[config.mk]
export PLATFORM = sky130hd
export DESIGN_NAME = reg_operand_fetch
export DESIGN_NICKNAME = d
export VERILOG_FILES = /design/src/rtl/reg_operand_fetch_pkg.sv /design/src/rtl/reg_operand_fetch_operand_bypass_mux.sv /design/src/rtl/reg_operand_fetch.sv
export SDC_FILE = /design/constraint.sdc
export NUM_CORES = 1
export LEC_CHECK = 0
export CAP_MARGIN = 10
export CORE_AREA = 8 8 481 483
export DETAILED_ROUTE_END_ITERATION = 8
export DIE_AREA = 0 0 489 491
export GPL_ROUTABILITY_DRIVEN = 0
export GPL_TIMING_DRIVEN = 1
export HOLD_SLACK_MARGIN = 0.05
export SYNTH_ARGS = -nofsm -noshare
export SYNTH_HDL_FRONTEND = slang
export SYNTH_SLANG_ARGS = --single-unit
[constraint.sdc]
create_clock -name clk -period 3.2 [get_ports clk]
set_clock_uncertainty 0.05 [all_clocks]
set_input_delay 0.48 -clock clk [delete_from_list [all_inputs] [get_ports clk]]
set_output_delay 0.48 -clock clk [all_outputs]
set_load 0.02 [all_outputs]
[src/rtl/reg_operand_fetch_pkg.sv]
// Shared sizing constants for the operand fetch stage.
package reg_operand_fetch_pkg;

  // Data word width, architectural register count and register index width.
  localparam int unsigned WORD = 32;
  localparam int unsigned NREG = 32;
  localparam int unsigned AW   = 5;

  // Hazard-stall counter width and its saturation value.
  localparam int unsigned      STALL_W   = 16;
  localparam logic [STALL_W-1:0] STALL_MAX = 16'hFFFF;

endpackage

[src/rtl/reg_operand_fetch_operand_bypass_mux.sv]
// One source operand: picks register cell data or same-cycle writeback data,
// and flags a read hazard when the source is reserved and not being bypassed.
module operand_bypass_mux
  import reg_operand_fetch_pkg::*;
#(
  parameter int unsigned WORD_P = WORD,
  parameter int unsigned NREG_P = NREG,
  parameter int unsigned AW_P   = AW
) (
  input  logic [NREG_P*WORD_P-1:0] rf_data_i,
  input  logic [NREG_P-1:0]        rf_reserved_i,
  input  logic [AW_P-1:0]          idx_i,
  input  logic                     use_i,
  input  logic                     wb_i,
  input  logic [AW_P-1:0]          wb_addr_i,
  input  logic [WORD_P-1:0]        wb_data_i,
  output logic [WORD_P-1:0]        data_o,
  output logic                     hz_o
);

  logic byp;

  // Bypass select, zeroed operand when unused, and per-source hazard.
  always_comb begin
    byp    = wb_i && (wb_addr_i == idx_i);
    data_o = '0;
    if (use_i) begin
      if (byp) data_o = wb_data_i;
      else     data_o = rf_data_i[idx_i*WORD_P +: WORD_P];
    end
    hz_o = use_i && rf_reserved_i[idx_i] && !byp;
  end

endmodule

[src/rtl/reg_operand_fetch.sv]
// Operand fetch stage: captures a decoded request, waits out reserved
// registers (with writeback bypass), reserves rd on issue and hands the
// operands to execute through a valid/ready output slice.
module reg_operand_fetch
  import reg_operand_fetch_pkg::*;
#(
  parameter int unsigned WORD_P = WORD,
  parameter int unsigned NREG_P = NREG,
  parameter int unsigned AW_P   = AW
) (
  input  logic                     clk,
  input  logic                     rst,
  input  logic                     req_valid_i,
  output logic                     req_ready_o,
  input  logic [AW_P-1:0]          rs1_i,
  input  logic [AW_P-1:0]          rs2_i,
  input  logic                     use_rs1_i,
  input  logic                     use_rs2_i,
  input  logic [AW_P-1:0]          rd_i,
  input  logic                     rd_we_i,
  input  logic [NREG_P*WORD_P-1:0] rf_data_i,
  input  logic [NREG_P-1:0]        rf_reserved_i,
  output logic [NREG_P-1:0]        reserve_o,
  input  logic                     wb_i,
  input  logic [AW_P-1:0]          wb_addr_i,
  input  logic [WORD_P-1:0]        wb_data_i,
  output logic                     op_valid_o,
  input  logic                     op_ready_i,
  output logic [WORD_P-1:0]        op_a_o,
  output logic [WORD_P-1:0]        op_b_o,
  output logic [AW_P-1:0]          op_rd_o,
  output logic                     op_rd_we_o,
  output logic [STALL_W-1:0]       stall_cnt_o
);

  // S1 holding register
  logic            s1_valid;
  logic [AW_P-1:0] s1_rs1;
  logic [AW_P-1:0] s1_rs2;
  logic [AW_P-1:0] s1_rd;
  logic            s1_use1;
  logic            s1_use2;
  logic            s1_rd_we;

  logic [WORD_P-1:0] src_a;
  logic [WORD_P-1:0] src_b;
  logic              hz_a;
  logic              hz_b;
  logic              hz_dst;
  logic              hazard;
  logic              s1_fire;
  logic              req_take;

  operand_bypass_mux #(
    .WORD_P (WORD_P),
    .NREG_P (NREG_P),
    .AW_P   (AW_P)
  ) u_mux_a (
    .rf_data_i     (rf_data_i),
    .rf_reserved_i (rf_reserved_i),
    .idx_i         (s1_rs1),
    .use_i         (s1_use1),
    .wb_i          (wb_i),
    .wb_addr_i     (wb_addr_i),
    .wb_data_i     (wb_data_i),
    .data_o        (src_a),
    .hz_o          (hz_a)
  );

  operand_bypass_mux #(
    .WORD_P (WORD_P),
    .NREG_P (NREG_P),
    .AW_P   (AW_P)
  ) u_mux_b (
    .rf_data_i     (rf_data_i),
    .rf_reserved_i (rf_reserved_i),
    .idx_i         (s1_rs2),
    .use_i         (s1_use2),
    .wb_i          (wb_i),
    .wb_addr_i     (wb_addr_i),
    .wb_data_i     (wb_data_i),
    .data_o        (src_b),
    .hz_o          (hz_b)
  );

  // Hazard detection, issue decision and request handshake.
  // WAW also stalls: each cell has only one reserve bit to track a writer.
  always_comb begin
    hz_dst      = s1_rd_we && rf_reserved_i[s1_rd] &&
                  !(wb_i && (wb_addr_i == s1_rd));
    hazard      = hz_a || hz_b || hz_dst;
    s1_fire     = s1_valid && !hazard && (!op_valid_o || op_ready_i);
    req_ready_o = !s1_valid || s1_fire;
    req_take    = req_valid_i && req_ready_o;
  end

  // One-hot reserve pulse for rd in the issue cycle; the cell shows it
  // reserved from the next cycle, which is what stalls a dependent in S1.
  always_comb begin
    reserve_o = '0;
    if (s1_fire && s1_rd_we) reserve_o[s1_rd] = 1'b1;
  end

  // S1 capture: load on accept, empty on issue.
  always_ff @(posedge clk or posedge rst) begin
    if (rst) begin
      s1_valid <= 1'b0;
      s1_rs1   <= '0;
      s1_rs2   <= '0;
      s1_rd    <= '0;
      s1_use1  <= 1'b0;
      s1_use2  <= 1'b0;
      s1_rd_we <= 1'b0;
    end else if (req_take) begin
      s1_valid <= 1'b1;
      s1_rs1   <= rs1_i;
      s1_rs2   <= rs2_i;
      s1_rd    <= rd_i;
      s1_use1  <= use_rs1_i;
      s1_use2  <= use_rs2_i;
      s1_rd_we <= rd_we_i;
    end else if (s1_fire) begin
      s1_valid <= 1'b0;
    end
  end

  // Output slice: load on issue, drop valid once execute takes it, else hold.
  always_ff @(posedge clk or posedge rst) begin
    if (rst) begin
      op_valid_o <= 1'b0;
      op_a_o     <= '0;
      op_b_o     <= '0;
      op_rd_o    <= '0;
      op_rd_we_o <= 1'b0;
    end else if (s1_fire) begin
      op_valid_o <= 1'b1;
      op_a_o     <= src_a;
      op_b_o     <= src_b;
      op_rd_o    <= s1_rd;
      op_rd_we_o <= s1_rd_we;
    end else if (op_ready_i) begin
      op_valid_o <= 1'b0;
    end
  end

  // Saturating count of cycles spent stalled on a hazard.
  always_ff @(posedge clk or posedge rst) begin
    if (rst) begin
      stall_cnt_o <= '0;
    end else if (s1_valid && hazard && (stall_cnt_o != STALL_MAX)) begin
      stall_cnt_o <= stall_cnt_o + 1'b1;
    end
  end

endmodule

==> impl_metrics.toml, run 1 <==
[synth]
syn_area_sq_um = 21800
synth-edff-count = 0
synth_ff_type = "dfrtp_1"
ys_types = 46
ys_ff_latch = 106
ys_seq_area_share_pct = 12.2
ys.warnings.count = 0
synth-async-reset-ratio_pct = 100
synthCells = 1466
avgSynthCellArea_sq_um = 14.9
syn-num-nets = 2583

[clocking]
tritoncts = "built"
numCtsBuffers = 9
clk_pin_slew_worst_paths_ps = 90
cts_root_buf = "clkbuf_16"
h-tree-depth = 3
clk_latency_ps = 420
clockBufferDepth = 2
cts_sinks = 106

[finish]
drive_gt1_share_pct = 43.1
design_area_sq_um = 42500
nNetsFinal = 3967
ff_latch_area_sq_um = 2690
syn2layout_area_growth_pct = 95.1
layout_common_cells = "clkdlybuf4s50_1 (1197), mux4_2 (654), buf_4 (186), dfrtp_1 (94)"
multi_input_area_sq_um = 18900
layout_commonest_cell = "clkdlybuf4s50_1"
fill_cells = 24300
stdcell_count = 5913

[hold_path]
hp-start = "stall_cnt_o[10]"
hold_depth = 1
hold_end = "stall_cnt_o[10]"
holdCritPathClass = "flip-flop to flip-flop"

[global_route]
use_met2_pct = 28.0
busiest_layer = "met2"
grt_pass1_vias = 25200
grt_usage_pct = 17.3
overflow = 0
met3_usage_pct = 6.58
grt_antenna_before_repair = 213
grt_use_met1_pct = 21.3
grt_pass1_wl_microns = 275000
grt_max_degree = 90

[detailed_routing]
drt_pass1_iterations = 5
routedWlPerCell_microns = 38.0
antenna_left = 0
vias = 25000
drc_errors = 0
drt-initial-drc-count = 2308
routed_via_density = 4.22
wirelength_microns = 225000

[timing]
tightest_slew_ps = 957
post-route-min-period_ps = 3640
period_share_pct = 114
rsz0062_at_grt = "true"
hold_viol = 0
timing.fmax_mhz = 275
slew_violations = 0
finalSetupViolations = 80
final.setup.worst_slack_ps = -437
slew_headroom_pct = 36.2

[power]
pwr_density_cell_nw_per_um2 = 959
peakVddDrop_uv = 701
leakagePower_uw = 0.0143

[place]
hpwl_microns = 192000
placed_area_sq_um = 39000
placedCellCount = 5694
numPortBuffers = 1235

[die]
die_area_sq_um = 240000
die_x_microns = 489
rows = 174
core_area_sq_um = 224000
start_util_pct = 9.74
io_pins = 1236
chipHeight_microns = 491

[run_status]
violations = "setup timing"
outcome = "complete, but fails checks"

[setup_path]
setup.worst_path.end_class = "output pin"
ff2ff_setup_slack_ps = -280
crit_type = "input port to output pin"
worstReg2RegEnd = "op_b_o[16]"
r2r_cells = 15
start_kind = "input port"
crit_arrival_ps = 3110
critPathMaxFanout = 5
critPathLaunch = "rf_reserved_i[12]"
r2r-start = "s1_rs2[0]"
cp.required_ps = 2670

[flow_run]
maxCapViolations = 0
[how the worst max path moves through the flow]
stage	to	slack [ps]	cells past startpoint
after detailed placement	reserve_o[28]	-1160	10
after global placement	reserve_o[10]	-1100	10
after global routing	reserve_o[3]	-500	12
after CTS	reserve_o[16]	-480	9
after floorplan	reserve_o[1]	-100	10
final	reserve_o[25]	-440	11
[through the flow]
step                worst slack [ps]  TNS [ps]  total power, uW  util [%]  hold slack, ps
floorplan                      -99.1     -2460            20300         -             448
global placement               -1100    -83180            34600      17.5             431
detailed placement             -1160    -83760            34800      17.5             432
CTS                             -478    -16010            37700      18.0             444
global route                    -503    -24400            42500      19.0             464
finish                          -437    -18470            40800      19.0             453
[area by class of cell]
type	instances	share of cell area [%]
Sequential cell	106	6.34
Tap cell	2992	8.81
Timing Repair Buffer	1572	39.1
Antenna cell	66	0.389
Clock buffer	9	0.530
Multi-Input combinational cell	1155	44.6
Clock inverter	7	0.165
Inverter	6	0.0618
[state kept, by name, summed over array words and instances (netlist names)]
| signal | count |
|---|---|
| op_a_o | 32 |
| op_b_o | 32 |
| stall_cnt_o | 16 |
| op_rd_o | 5 |
| s1_rd | 5 |
| s1_rs1 | 5 |
| s1_rs2 | 5 |
| op_rd_we_o | 1 |
| op_valid_o | 1 |
| s1_rd_we | 1 |
| s1_use1 | 1 |
| s1_use2 | 1 |
| s1_valid | 1 |
[what timing repair did]
item,in CTS,in global routing
setup buffers,32,84
pin swaps,14,43
cloned,7,22
gates resized for setup,210,237
hold buffers,0,0
endpoints found under the setup margin,97,101
[layer usage]
metal	share of wire (%)	vias up
li1	-	9481
met1	39	13000
met2	46	1893
met3	11	446
met4	3.8	100
met5	0.29	-
[where the power goes]
group / total, uW / switching (uW) / internal (uW)
sequential: 2650 / 616 / 2030
combinational: 36800 / 18400 / 18500
clock: 1280 / 721 / 556
[kinds of logic (layout without fill, tap and decap cells)]
| logic type | count (synthesis) | count (layout) | share of synthesized area (%) |
|---|---|---|---|
| DFF | 106 | 106 | 12.2 |
| other | 0 | 66 | 0 |
| adders and majority gates | 1 | 1 | 0.0574 |
| muxes | 797 | 797 | 74.7 |
| buffers and inverters | 205 | 1594 | 3.85 |
| AOI/OAI and AO/OA | 149 | 149 | 3.79 |
| xor gates and xnor gates | 30 | 30 | 1.21 |
| and+or+nand+nor | 178 | 178 | 4.23 |
[Yosys cell counts, types with 2 or more instances]
cell type / instances / area [sq um]
a2111oi_2: 2 / 30.0
a21oi_1: 96 / 480
a22oi_1: 2 / 15.0
and3_1: 4 / 25.0
and4_1: 2 / 17.5
buf_1: 51 / 191
buf_2: 22 / 110
buf_4: 5 / 37.5
buf_6: 3 / 33.8
clkbuf_1: 118 / 443
dfrtp_1: 106 / 2650
inv_1: 6 / 22.5
mux2_2: 48 / 541
mux2_4: 10 / 150
mux2i_1: 85 / 851
mux4_2: 654 / 14700
nand2_1: 14 / 52.6
nand2b_1: 2 / 12.5
nand3_1: 9 / 45.0
nand3b_1: 5 / 37.5
nand4_1: 4 / 25.0
nor2_1: 99 / 372
nor2b_1: 7 / 43.8
nor3_1: 8 / 40.0
nor3b_2: 3 / 37.5
nor4_1: 6 / 37.5
nor4_2: 4 / 50.1
o21ai_0: 33 / 165
o22ai_1: 10 / 62.6
or3b_2: 4 / 35.0
xnor2_1: 13 / 114
xor2_1: 17 / 149
[worst max-delay path, stage by stage]
cell and delay (ps):
clkdlybuf4s50_1 470, mux4_2 540, a2111oi_4 410, nor4_4 110, nor4_4 300, buf_6 160, buf_12 100, nand4b_4 130
buf_6 160, nor2_2 90, buf_4 150
No activity file was read; power rests on OpenSTA's default activity.
==> inputs of run 2 (changes only) <==
Settings changed: CORE_AREA 8 8 481 483 to 8 8 470 472, DIE_AREA 0 0 489 491 to 0 0 478 480.
Clock period 3.2 ns to 3.9 ns, I/O delays scaled along.
==> run 2 against run 1 <==
Against the previous run: the flow now finishes without violations; clock-buffer cell count did not move; worst setup slack improved by 520 ps; clock power down 19%; sequential share of layout area rose by 0.61 points; final area shrank 8.7%; power shrank 30%; critical endpoint is now req_ready_o; largest power group unchanged; highest routed layer unchanged.
==> impl_metrics.toml, run 2 (synthesized netlist as in run 1, its figures left out) <==
[run_status]
outcome = "finished, final reports clean"

[die]
start_util_pct = 10.2
io_pins = 1236
die_area_sq_um = 229000
chipHeight_microns = 480
die_x_microns = 478
core_area_sq_um = 213000
rows = 170

[clocking]
numCtsBuffers = 9
h-tree-depth = 3
clk_latency_ps = 410
clockBufferDepth = 2
clk_pin_slew_worst_paths_ps = 90
cts_sinks = 106
holdBufCountCts = 0
cts_root_buf = "clkbuf_16"
tritoncts = "built"

[hold_path]
hold_depth = 1
holdCritPathClass = "flip-flop to flip-flop"

[detailed_routing]
routed_via_density = 4.30
drt_pass1_iterations = 7
drc_errors = 0
antenna_left = 0
vias = 23900
drt-initial-drc-count = 2415
routedWlPerCell_microns = 37.3
wirelength_microns = 207000

[setup_path]
start_kind = "flip-flop"
setup.worst_path.end_class = "output pin"
crit_arrival_ps = 3180
critPathMaxFanout = 7
crit_type = "flip-flop to output pin"
r2r_cells = 10
ff2ff_setup_slack_ps = 190
cp.required_ps = 3260

[finish]
layout_commonest_cell = "clkdlybuf4s50_1"
syn2layout_area_growth_pct = 78.1
drive_gt1_share_pct = 35.5
layout_common_cells = "clkdlybuf4s50_1 (1193), mux4_2 (654), buf_4 (113), a21oi_1 (96), nor2_1 (95)"
biggestRegsByFlops = "op_a_o (32), op_b_o (32), stall_cnt_o (16)"
fill_cells = 23300
nNetsFinal = 3765

[global_route]
grt_pass1_wl_microns = 261000
overflow = 0
grt_antenna_before_repair = 225
grt_pass1_vias = 24300
grt_max_degree = 90
grt_usage_pct = 17.2

[place]
numPortBuffers = 1235
hpwl_microns = 183000

[power]
leakagePower_uw = 0.0128
peakVddDrop_uv = 509
power.total_uw = 28600
pwr_density_cell_nw_per_um2 = 738

[timing]
post-route-min-period_ps = 3820
timing.fmax_mhz = 262
period_share_pct = 97.9
slew_violations = 0
whs_ps = 447
finalSetupViolations = 0
tightest_slew_ps = 958
slew_headroom_pct = 36.1
hold_viol = 0
rsz0062_at_grt = "true"

[flow_run]
maxCapViolations = 0
## run 2: per-stage QoR
step / utilization (%) / area, sq um / instances / worst slack [ps] / TNS, ps
floorplan: - / 21800 / 1466 / 420 / 0
global placement: 17.9 / 38100 / 5464 / -496 / -17490
detailed placement: 17.9 / 38100 / 5464 / -555 / -19340
CTS: 18.1 / 38600 / 5488 / 7.70 / 0
global route: 18.1 / 38700 / 5519 / -38.0 / -139
finish: 18.2 / 38800 / 5554 / 80.3 / 0
## run 2: worst paths after layout
| kind | start | endpoint |
|---|---|---|
| min in group asynchronous | rst | stall_cnt_o[14] |
| worst min-delay path | stall_cnt_o[10] | stall_cnt_o[10] |
| worst max-delay path | s1_rs1[0] | req_ready_o |
| worst max register to register | s1_rs2[1] | op_b_o[7] |
| worst min register to register | stall_cnt_o[10] | stall_cnt_o[10] |
| max in group asynchronous | rst | op_b_o[7] |
## run 2: layout make-up
type	instances	area, sq um	area share [%]
clock inverters	7	86.3	0.222
multi-input cells	1155	18400	47.5
flip-flops and latches	106	2700	6.95
diodes	63	158	0.406
inverters	6	27.5	0.0709
well taps	2838	3550	9.15
clock buffers	9	225	0.580
repair buffers	1370	13600	35.1
## run 2: where the power goes
group          leakage (uW)  internal (uW)  switching, uW  total [uW]
sequential          0.00128           1670            587        2260
clock              0.000152            466            579        1040
combinational        0.0113          12200          13100       25300
## run 2: layer usage
metal,GRT usage (%),routed length [microns]
met3,8.53,27000
met4,5.18,8280
met1,20.3,77800
met2,27.6,93600
met5,0,812
## run 2: repair_timing
action,in CTS,in global routing
cloned,0,1
setup endpoints to repair,33,34
pin swaps,3,4
gates resized for setup,73,43
setup buffers,8,2
endpoints found under the hold margin,0,0
## run 2: critical path, stage by stage, from the launching register on
cell	delay [ps]
dfrtp_4	490
buf_4	160
mux4_2	490
mux2i_1	310
and3_1	260
nor4_4	70
buf_4	160
o41ai_4	440
dlygate4sd2_1	400
==> inputs of run 3 (changes only) <==
Settings changed: CORE_AREA 8 8 470 472 to 8 8 481 483, DIE_AREA 0 0 478 480 to 0 0 489 491.
Clock period 3.9 ns to 4.4 ns, I/O delays scaled along.
==> run 3 against run 2 <==
Against the previous run: combinational power down 12%; wire length up 2.3%; sequential power down 8%; critical path depth up 2; clock power down 10%; worst hold slack better by 13 ps; utilization down 0.92 points; global-route usage down 0.43 points; critical path type unchanged.
==> impl_metrics.toml, run 3 (synthesized netlist as in run 1, its figures left out) <==
[hold_path]
hp-start = "stall_cnt_o[15]"
holdCritPathClass = "flip-flop to flip-flop"

[timing]
slew_violations = 0
finalSetupViolations = 0
slew_headroom_pct = 33.0
post-route-min-period_ps = 4280
period_share_pct = 97.3
tightest_slew_ps = 1010
hold_viol = 0
whs_ps = 461
final.setup.worst_slack_ps = 118
timing.fmax_mhz = 234

[finish]
stdcell_count = 5682
utilization_pct = 17.3
nNetsFinal = 3747
layout_common_cells = "clkdlybuf4s50_1 (1202), mux4_2 (654), buf_4 (105), nor2_1 (99), a21oi_1 (96)"
drive_gt1_share_pct = 34.1
multi_input_area_sq_um = 18300
layout_commonest_cell = "clkdlybuf4s50_1"
syn2layout_area_growth_pct = 77.3
fill_cells = 24500
biggestRegsByFlops = "op_a_o (32), op_b_o (32), stall_cnt_o (16)"
ff_latch_area_sq_um = 2690

[power]
pwr_density_cell_nw_per_um2 = 654
peakVddDrop_uv = 423
power.total_uw = 25200
leakagePower_uw = 0.0126

[detailed_routing]
antenna_left = 0
drc_errors = 0
wirelength_microns = 212000
vias = 23600
drt_pass1_iterations = 8
routed_via_density = 4.15
routedWlPerCell_microns = 37.4
drt-initial-drc-count = 2344

[global_route]
grt_usage_pct = 16.8
grt_max_degree = 90
grt_pass1_wl_microns = 267000
grt_pass1_vias = 24500
overflow = 0
grt_antenna_before_repair = 210

[clocking]
clk_pin_slew_worst_paths_ps = 90
clockBufferDepth = 2
holdBufCountCts = 0
cts_sinks = 106
numCtsBuffers = 9
h-tree-depth = 3
tritoncts = "built"
cts_root_buf = "clkbuf_16"
clk_latency_ps = 420

[setup_path]
start_kind = "flip-flop"
crit_type = "flip-flop to output pin"
setup.worst_path.end_class = "output pin"
critPathMaxFanout = 11
critPathLaunch = "s1_rd[3]"
crit_arrival_ps = 3570
cp.required_ps = 3690
r2r-start = "s1_rd[3]"

[place]
dp_slack_ps = -271
numPortBuffers = 1235
placedCellCount = 5608
hpwl_microns = 187000

[flow_run]
maxCapViolations = 0

[die]
start_util_pct = 9.74
io_pins = 1236
die_area_sq_um = 240000
die_x_microns = 489
rows = 174
core_area_sq_um = 224000
chipHeight_microns = 491

[run_status]
outcome = "finished, final reports clean"
## run 3: cell count changes in the layout (fill, tap and decap cells not counted), moves of 4 or more
cell	delta
clkdlybuf4s50_1	+9
clkdlybuf4s15_2	-10
dfrtp_2	-4
dlygate4sd2_1	+12
buf_4	-8
dfrtp_1	+4
dlymetal6s2s_1	-8
nor2_1	+4
buf_6	-4
diode_2	-8
## run 3: report_power, final
| group | total, uW | internal (uW) | switching (uW) |
|---|---|---|---|
| clock network | 932 | 403 | 529 |
| logic | 22200 | 10600 | 11700 |
| registers | 2070 | 1480 | 593 |
## run 3: cell type report
cell class              count  area share [%]
well taps                2992            9.69
diodes                     55           0.356
repair buffers           1352            34.7
multi-input cells        1155            47.5
inverters                   6          0.0713
clock inverters             7           0.194
flip-flops and latches    106            6.97
clock buffers               9           0.583
## run 3: layer usage
layer  routed length, microns  global-route usage (%)
met1                    84200                    20.7
met2                    97600                    27.5
met4                     6570                    3.83
met5                      816                       0
met3                    23000                    6.59
## run 3: timing repair
action                                 4_1_cts  5_1_grt
buffers inserted                             1        2
setup endpoints to repair                   28       22
endpoints found under the hold margin        0        0
gates resized for setup                     28       20
pin swaps                                    1        3
## run 3: critical path: stages, from the launching register on
cell and delay, ps:
dfrtp_1 540, nand3_1 450, o22ai_1 130, nor4_1 510, o22ai_1 250, nor4_4 350, buf_4 180, nand3b_1 150
buf_4 190, nor2_1 70, dlygate4sd2_1 340
## run 3: final timing paths
check,endpoint,slack [ps],cells past startpoint
hold reg to reg,stall_cnt_o[15],460,1
hold / removal,stall_cnt_o[15],460,1
min in group asynchronous,stall_cnt_o[2],760,2
setup / recovery,reserve_o[4],120,10
setup reg to reg,op_a_o[4],280,8
max in group asynchronous,op_b_o[15],2540,3
## run 3: stage by stage
stage	setup TNS, ps	area, sq um
global route	-45.0	38600
detailed placement	-7260	38200
CTS	0	38500
finish	0	38600
global placement	-6060	38200
floorplan	0	21800
